$ cat config.mk
export PLATFORM = sky130hd
export DESIGN_NAME = serial_xor_arb
export DESIGN_NICKNAME = d
export VERILOG_FILES = /design/src/rtl/serial_xor_pkg.sv /design/src/rtl/serial_xor_arb_xor_cell.sv /design/src/rtl/serial_xor_arb.sv
export SDC_FILE = /design/constraint.sdc
export NUM_CORES = 1
export LEC_CHECK = 0
export ABC_AREA = 0
export BUFFER_PORTS_ARGS = -buffer_cell sky130_fd_sc_hd__buf_4
export CAP_MARGIN = 30
export CORE_MARGIN = 1.5
export CORE_UTILIZATION = 51
export DETAILED_ROUTE_END_ITERATION = 6
export GPL_ROUTABILITY_DRIVEN = 0
export GPL_TIMING_DRIVEN = 0
export PLACE_DENSITY = 0.78
export SYNTH_ARGS = -nofsm -noshare
export SYNTH_HDL_FRONTEND = slang
export SYNTH_SLANG_ARGS = --single-unit
$ cat constraint.sdc
create_clock -name clk -period 2.19 [get_ports clk]
set_clock_uncertainty 0.15 [all_clocks]
set_input_delay 0.438 -clock clk [delete_from_list [all_inputs] [get_ports clk]]
set_output_delay 0.438 -clock clk [all_outputs]
set_load 0.01 [all_outputs]
$ cat src/rtl/serial_xor_pkg.sv
// Shared definitions for the serial XOR arbiter: FSM state encoding and
// the default operand width.
package serial_xor_pkg;

  typedef enum logic [1:0] {
    IDLE  = 2'd0,
    SHIFT = 2'd1,
    DONE  = 2'd2
  } state_t;

  localparam int DEFAULT_WIDTH = 8;

endpackage

$ cat src/rtl/serial_xor_arb_xor_cell.sv
// Single-bit XOR cell; the only arithmetic element in the serial datapath.
module xor_cell (
  input  logic A,
  input  logic B,
  output logic C
);

  assign C = A ^ B;

endmodule

$ cat src/rtl/serial_xor_arb.sv
// Two-requester round-robin arbiter feeding a bit-serial XOR engine that
// computes y = a ^ b one bit per cycle through a shared 1-bit cell.
module serial_xor_arb
  import serial_xor_pkg::*;
#(
  parameter int WIDTH = DEFAULT_WIDTH
) (
  input  logic             clk,
  input  logic             rst,
  input  logic             req0,
  input  logic             req1,
  input  logic [WIDTH-1:0] a0,
  input  logic [WIDTH-1:0] b0,
  input  logic [WIDTH-1:0] a1,
  input  logic [WIDTH-1:0] b1,
  output logic             gnt0,
  output logic             gnt1,
  output logic             busy,
  output logic             done,
  output logic             owner,
  output logic [WIDTH-1:0] y,
  output logic             parity
);

  localparam int CNT_W = $clog2(WIDTH) + 1;

  state_t           state, state_nxt;
  logic [CNT_W-1:0] cnt;
  logic [WIDTH-1:0] a_sr, b_sr, res_sr, res_nxt;
  logic             cur_owner, last_owner;
  logic             any_req, win1, last_bit, xor_bit;

  // Result bits enter from the MSB so that after WIDTH shifts bit 0 lands at 0.
  function automatic logic [WIDTH-1:0] shift_in(input logic [WIDTH-1:0] r,
                                                input logic b);
    logic [WIDTH-1:0] t;
    t = r >> 1;
    t[WIDTH-1] = b;
    return t;
  endfunction

  assign any_req  = req0 | req1;
  assign win1     = req1 & (~req0 | ~last_owner);
  assign last_bit = (cnt == CNT_W'(WIDTH - 1));
  assign res_nxt  = shift_in(res_sr, xor_bit);
  assign busy     = (state != IDLE);
  assign done     = (state == DONE);

  xor_cell u_xor_cell (
    .A (a_sr[0]),
    .B (b_sr[0]),
    .C (xor_bit)
  );

  always_ff @(posedge clk) begin
    if (rst) state <= IDLE;
    else     state <= state_nxt;
  end

  always_comb begin
    state_nxt = state;
    unique case (state)
      IDLE:    if (any_req) state_nxt = SHIFT;
      SHIFT:   if (last_bit) state_nxt = DONE;
      DONE:    state_nxt = IDLE;
      default: state_nxt = IDLE;
    endcase
  end

  // Control and visible result registers
  always_ff @(posedge clk) begin
    if (rst) begin
      gnt0       <= 1'b0;
      gnt1       <= 1'b0;
      cnt        <= '0;
      y          <= '0;
      parity     <= 1'b0;
      owner      <= 1'b0;
      cur_owner  <= 1'b0;
      last_owner <= 1'b1;
    end else begin
      gnt0 <= 1'b0;
      gnt1 <= 1'b0;
      unique case (state)
        IDLE: begin
          if (any_req) begin
            gnt0      <= ~win1;
            gnt1      <= win1;
            cur_owner <= win1;
            cnt       <= '0;
          end
        end
        SHIFT: begin
          cnt <= cnt + 1'b1;
          if (last_bit) begin
            y      <= res_nxt;
            parity <= ^res_nxt;
            owner  <= cur_owner;
          end
        end
        DONE:    last_owner <= cur_owner;
        default: ;
      endcase
    end
  end

  // Serial datapath; fully overwritten on capture, so no reset needed
  always_ff @(posedge clk) begin
    if (state == IDLE && any_req) begin
      a_sr <= win1 ? a1 : a0;
      b_sr <= win1 ? b1 : b0;
    end else if (state == SHIFT) begin
      a_sr   <= a_sr >> 1;
      b_sr   <= b_sr >> 1;
      res_sr <= res_nxt;
    end
  end

endmodule

Yosys cells after proc, flatten, opt, wreduce, memory -nomap -nowiden
Index checks and enable logic that the tools add are counted.
{ "op_classes": {"add_sub_neg": 1, "eq_ne": 5, "mux": 11, "n_bitwise": 10, "reduce_logical": 12} }
{ "ops": {"columns": ["op", "count"], "rows": [
  ["$mux 8", 6],
  ["$reduce_and 2->1", 5],
  ["$pmux 4 s2", 1],
  ["$reduce_xor 8->1", 1],
  ["$not 1->1", 6],
  ["$reduce_bool 2->1", 3],
  ["$add 4x1->4 const B", 1],
  ["$eq 4x3->1 const B", 1],
  ["$mux 2", 2],
  ["$mux 4", 1],
  ["$ne 2x2->1 const B", 2],
  ["$pmux 2 s2", 1],
  ["$reduce_or 3->1", 1],
  ["$eq 2x1->1 const B", 1],
  ["$eq 2x2->1 const B", 1],
  ["$logic_not 2->1", 1],
  ["$or 1x1->1", 2],
  ["$and 1x1->1", 1],
  ["$logic_and 1x1->1", 1],
  ["$xor 1x1->1", 1]
]} }
{ "totals": {"reg_bits": 44, "input_bits": 36, "output_inout_bits": 14} }

Logic depth before layout (Yosys ltp)
{ "depth": {"depth_word": 5, "mapped_depth": 6, "ltp_nobuf": 5} }

Modules after synthesis
From an unflattened synthesis, not the netlist that was laid out.
{ "hier_totals": {"hier_cells": 163, "area_unflattened_um2": 1870.5} }
{ "modules_own_cells": {"columns": ["module", "n_inst", "cells_per_inst", "area_each_um2", "seq_area_each_um2"], "rows": [
  ["serial_xor_arb", 1, 162, 1861.8, 1091.0],
  ["xor_cell", 1, 1, 8.8, 0.0]
]} }

Least setup slack after synthesis
No wires, ideal clock.
{ "synth_timing": {"kind": "input-to-reg", "start": "in req1", "end": "reg a_sr[6], data pin", "setup_time_ns": 0.262, "arrival_ns": 1.358, "required_time_ns": 1.778, "slack_ns": 0.420, "stages": 5, "path_buffers": 2, "cell_sequence": "a21boi_0 > buf_2 > buf_2 > mux2i_1 > o21ai_0"} }
{ "synth_between": {"elab_chain_cells": 3, "elab_cells_between_ends": 5, "classes_between": "mux: 2; bitwise: 2; reduce/logical: 1"} }
{ "synth_lines": {"columns": ["item", "line_no", "source"], "rows": [
  ["from (decl)", "serial_xor_arb.sv:11", "input logic req1,"],
  ["$and 1x1->1 or $or 1x1->1 (tied branches)", "serial_xor_arb.sv:43, serial_xor_arb.sv:42", null],
  ["$mux 8 or $logic_and 1x1->1 (tied branches)", "serial_xor_arb.sv:110, serial_xor_arb.sv:109", null],
  ["$mux 8 (*)", "serial_xor_arb.sv:109", "if (state == IDLE && any_req) begin"],
  ["to (signal assigned)", "serial_xor_arb.sv:110", "a_sr <= win1 ? a1 : a0;"],
  ["to (signal assigned)", "serial_xor_arb.sv:113", "a_sr <= a_sr >> 1;"],
  ["to (decl)", "serial_xor_arb.sv:29", "logic [WIDTH-1:0] a_sr, b_sr, res_sr, res_nxt;"]
]} }
Every way passes the cells marked *; elsewhere a longest branch is shown, timed or not.
A chain may end at the register's enable or synchronous reset.

Final worst setup path
{ "layout_timing": {"start": "reg state[0]", "end": "reg b_sr[4], data pin"} }
{ "layout_between": {"elab_chain_cells": 3} }
{ "layout_lines": {"columns": ["item", "line_no", "source"], "rows": [
  ["from (decl)", "serial_xor_arb.sv:27", "state_t state, state_nxt;"],
  ["from (signal assigned)", "serial_xor_arb.sv:57", "else state <= state_nxt;"],
  ["$logic_not 2->1", "serial_xor_arb.sv:109", null],
  ["$logic_and 1x1->1", "serial_xor_arb.sv:109", null],
  ["$mux 8", "serial_xor_arb.sv:109", null],
  ["to (signal assigned)", "serial_xor_arb.sv:111", "b_sr <= win1 ? b1 : b0;"],
  ["to (signal assigned)", "serial_xor_arb.sv:114", "b_sr <= b_sr >> 1;"],
  ["to (decl)", "serial_xor_arb.sv:29", null]
]} }
Every way passes these cells.

==> out/results.ini <==
[pwr]
power.combinational.fraction = 0.161
power.density_mw_per_mm2 = 679.1
switchingPower_w = 0.0003835
vdd.ir_drop.worst_uv = 474.5
cell_internal_pwr_w = 0.001199
power_frac_clock = 0.224
switching_share = 0.2424
seq_power_share = 0.616
power.leakage_nw = 0.9510

[timing]
setup_viol = 0
maxClockFrequency_ghz = 0.5170
finalHoldViolCount = 0
period_minus_slack_ns = 1.934
period_share = 0.8831
final-max-slew-violation-count = 0
timing.setup.tns_ns = 0
worst_pin_slew_ns = 0.6953
grt_setup_unrepaired = false
slew_headroom = 0.5347

[worst_setup_path]
worstPathRequired_ns = 2.20
worst-path-max-fanout = 10
slowest_delay_ns = 0.34
critical_path.slowest_cell = dfxtp_1
crit_path_cell_chain = or2_2 > or2_2 > buf_2 > clkbuf_2 > o21ai_0
critPathKind = register to register
timing.rr.start = state[0]$_SDFFE_PP0P_
crit_start = state[0]$_SDFFE_PP0P_
most_frequent_cell_on_the_critical_path = or2_2
timing.critical_path.arrival_ns = 1.95
worst_setup_path_end_kind = register
timing.critical_path.from_type = register

[drt]
routedWlPerCell_um = 13.59
drt-met1-wl_um = 1589
detail_route.vias_per_cell = 5.221
via_count = 1441
drtAntennaViolNets = 0
postRouteWirelength_um = 3752
met2_length_um = 1951
post-route-drc-count = 0
met3_length_um = 166
drt_iter0_drc = 50
dr.pass1.iters = 4
maxUsedRoutingLayer = met4

[outcome]
run_status = completed

[placed_design]
dpl.hpwl_um = 2762
port_buffers = 48

[min_path]
hold_path.startpoint = a0[7]
min_path_type = input port to register

[synth]
synth_top_area_cell = edfxtp_1
synthesis.area_per_instance_sq_um = 10.70
mappedNetlistArea_sq_mm = 0.001862
ys_types = 30
syn_nets = 211
synth_area_leaders = edfxtp_1, dfxtp_1, mux2i_1
ys_seq_area_frac = 0.5860
post_synth_inst_count = 174
synth.top_cell.area_share = 0.3710
ys_seq_elements = 43
synth.yosys.warnings = 0

[global_route]
gr-total-overflow = 0
grt_use_total = 0.2031
grt_start_max_net_pins = 17
antenna_found_initial = 0
grt_first_pass_wirelength_um = 6354
grt_pass1_vias = 1430

[clocking]
clk_pin_slew_ns = 0.11
numCtsBuffers = 5
clock_tree.root_cell = clkbuf_4
clock_tree_from_tritoncts = done
clock_tree.buffer_depth = 2
cts_resized = 0
cts_hold_repair.buffers = 0
numClockSinks = 43
clk-insertion-delay-late_ns = 0.34
postCtsSetupBuffers = 0
clock_tree.htree_level_count = 2

[final_layout]
drive_above_1_share = 0.2870
insertedDiodeCount = 0
finish.utilization = 0.6821
area_growth_pct = 25.13
post_layout_net_count = 266

[floorplanning]
initial_standard_cell_utilization_of_the_core = 0.5451
top_level_ports = 50
die_y_um = 63.42
core-area_sq_mm = 0.003416
floorplan.die_area_sq_mm = 0.004022
die_w_um = 63.42
number_of_standard_cell_rows_in_the_floorplan = 21

[job]
maxCapViolCount = 0

-- per-layer routing --
layer / vias to the layer above / track usage
met4: 0 / 0.08967
met2: 47 / 0.3342
li1: 714 / -
met5: - / 0
met3: 4 / 0.05000
met1: 676 / 0.2533
-- sequential cells by signal, summed over array words and instances, names as in the netlist --
name / flops
a_sr: 8
b_sr: 8
y: 8
res_sr: 7
cnt: 4
state: 2
cur_owner: 1
gnt0: 1
gnt1: 1
last_owner: 1
owner: 1
parity: 1
-- critical path, delay by kind of cell (launching register included) --
kind | cells | cell delay (ns)
DFF | 1 | 0.34
buffers and inverters | 2 | 0.38
AOI/OAI and AO/OA | 1 | 0.26
and+or+nand+nor | 2 | 0.62
-- path summary, 6_finish.rpt --
kind                                end  slack, ns  cells past startpoint
hold reg to reg       y[2]$_SDFFE_PP0P_       0.31                      2
setup / recovery      b_sr[4]$_DFFE_PP_       0.26                      5
setup reg to reg      b_sr[4]$_DFFE_PP_       0.26                      5
hold / removal    a_sr[7]$_SDFFCE_PN0P_       0.26                      3
-- placed cells by master, fill, tap and decap left out, types with 2 or more instances in the layout --
cell type,instances
a21oi_1,14
buf_2,3
buf_4,48
buf_6,2
clkbuf_1,5
clkbuf_4,5
dfxtp_1,20
edfxtp_1,23
inv_1,3
mux2i_1,17
nand2_1,35
nand3_1,2
nand3b_1,2
nor2_1,11
nor3_1,2
o21ai_0,15
or2_2,4
xnor2_1,4
-- cell families after synthesis --
logic type	synth area share
AO/OA/AOI/OAI	0.09140
XOR/XNOR	0.03965
adder cells (fa/ha/maj)	0.006719
buffers and inverters	0.03695
flip-flops	0.5860
multiplexers	0.09140
AND/OR/NAND/NOR	0.1479
-- cells in the mapped netlist, drive strengths merged --
cell,number
nand2,35
edfxtp,23
dfxtp,20
mux2i,17
o21ai,15
a21oi,14
nor2,11
buf,6
clkbuf,4
or2,4
xnor2,4
inv,3
nand3,2
nand3b,2
nor3,2
a21boi,1
a311o,1
and3,1
and4,1
ha,1
nand2b,1
nand4,1
nor2b,1
nor4,1
o21a,1
xnor3,1
xor2,1
-- power by group through the flow --
stage / combinational, W / sequential [W] / clock (W)
floorplan: 0.000165 / 0.000985 / 0
global placement: 0.000246 / 0.000989 / 0
detailed placement: 0.000255 / 0.000993 / 0
CTS: 0.000256 / 0.000974 / 0.000371
global route: 0.000282 / 0.000983 / 0.000407
finish: 0.000254 / 0.000974 / 0.000354
-- stage by stage --
step	area, sq um	worst slack (ns)	total power (W)	hold slack, ns	instances
3_5_place_dp	2280	0.07563	0.001248	0.2992	268
3_3_place_gp	2280	0.08274	0.001235	0.2926	268
2_1_floorplan	1862	0.4201	0.001150	0.2861	174
6_report	2330	0.2559	0.001582	0.2618	276
5_1_grt	2330	0.1190	0.001672	0.2608	276
4_1_cts	2330	0.2112	0.001602	0.2519	276
-- area by class of cell --
type | count | area, sq um
Sequential cell | 43 | 1091
Fill cell | 282 | 1086
Multi-Input combinational cell | 118 | 701.9
Timing Repair Buffer | 48 | 360.3
Buffer | 10 | 57.56
Tap cell | 46 | 57.56
Clock buffer | 7 | 45.04
Inverter | 3 | 11.26
Clock inverter | 1 | 5.005
(Power assumes the default switching activity.)
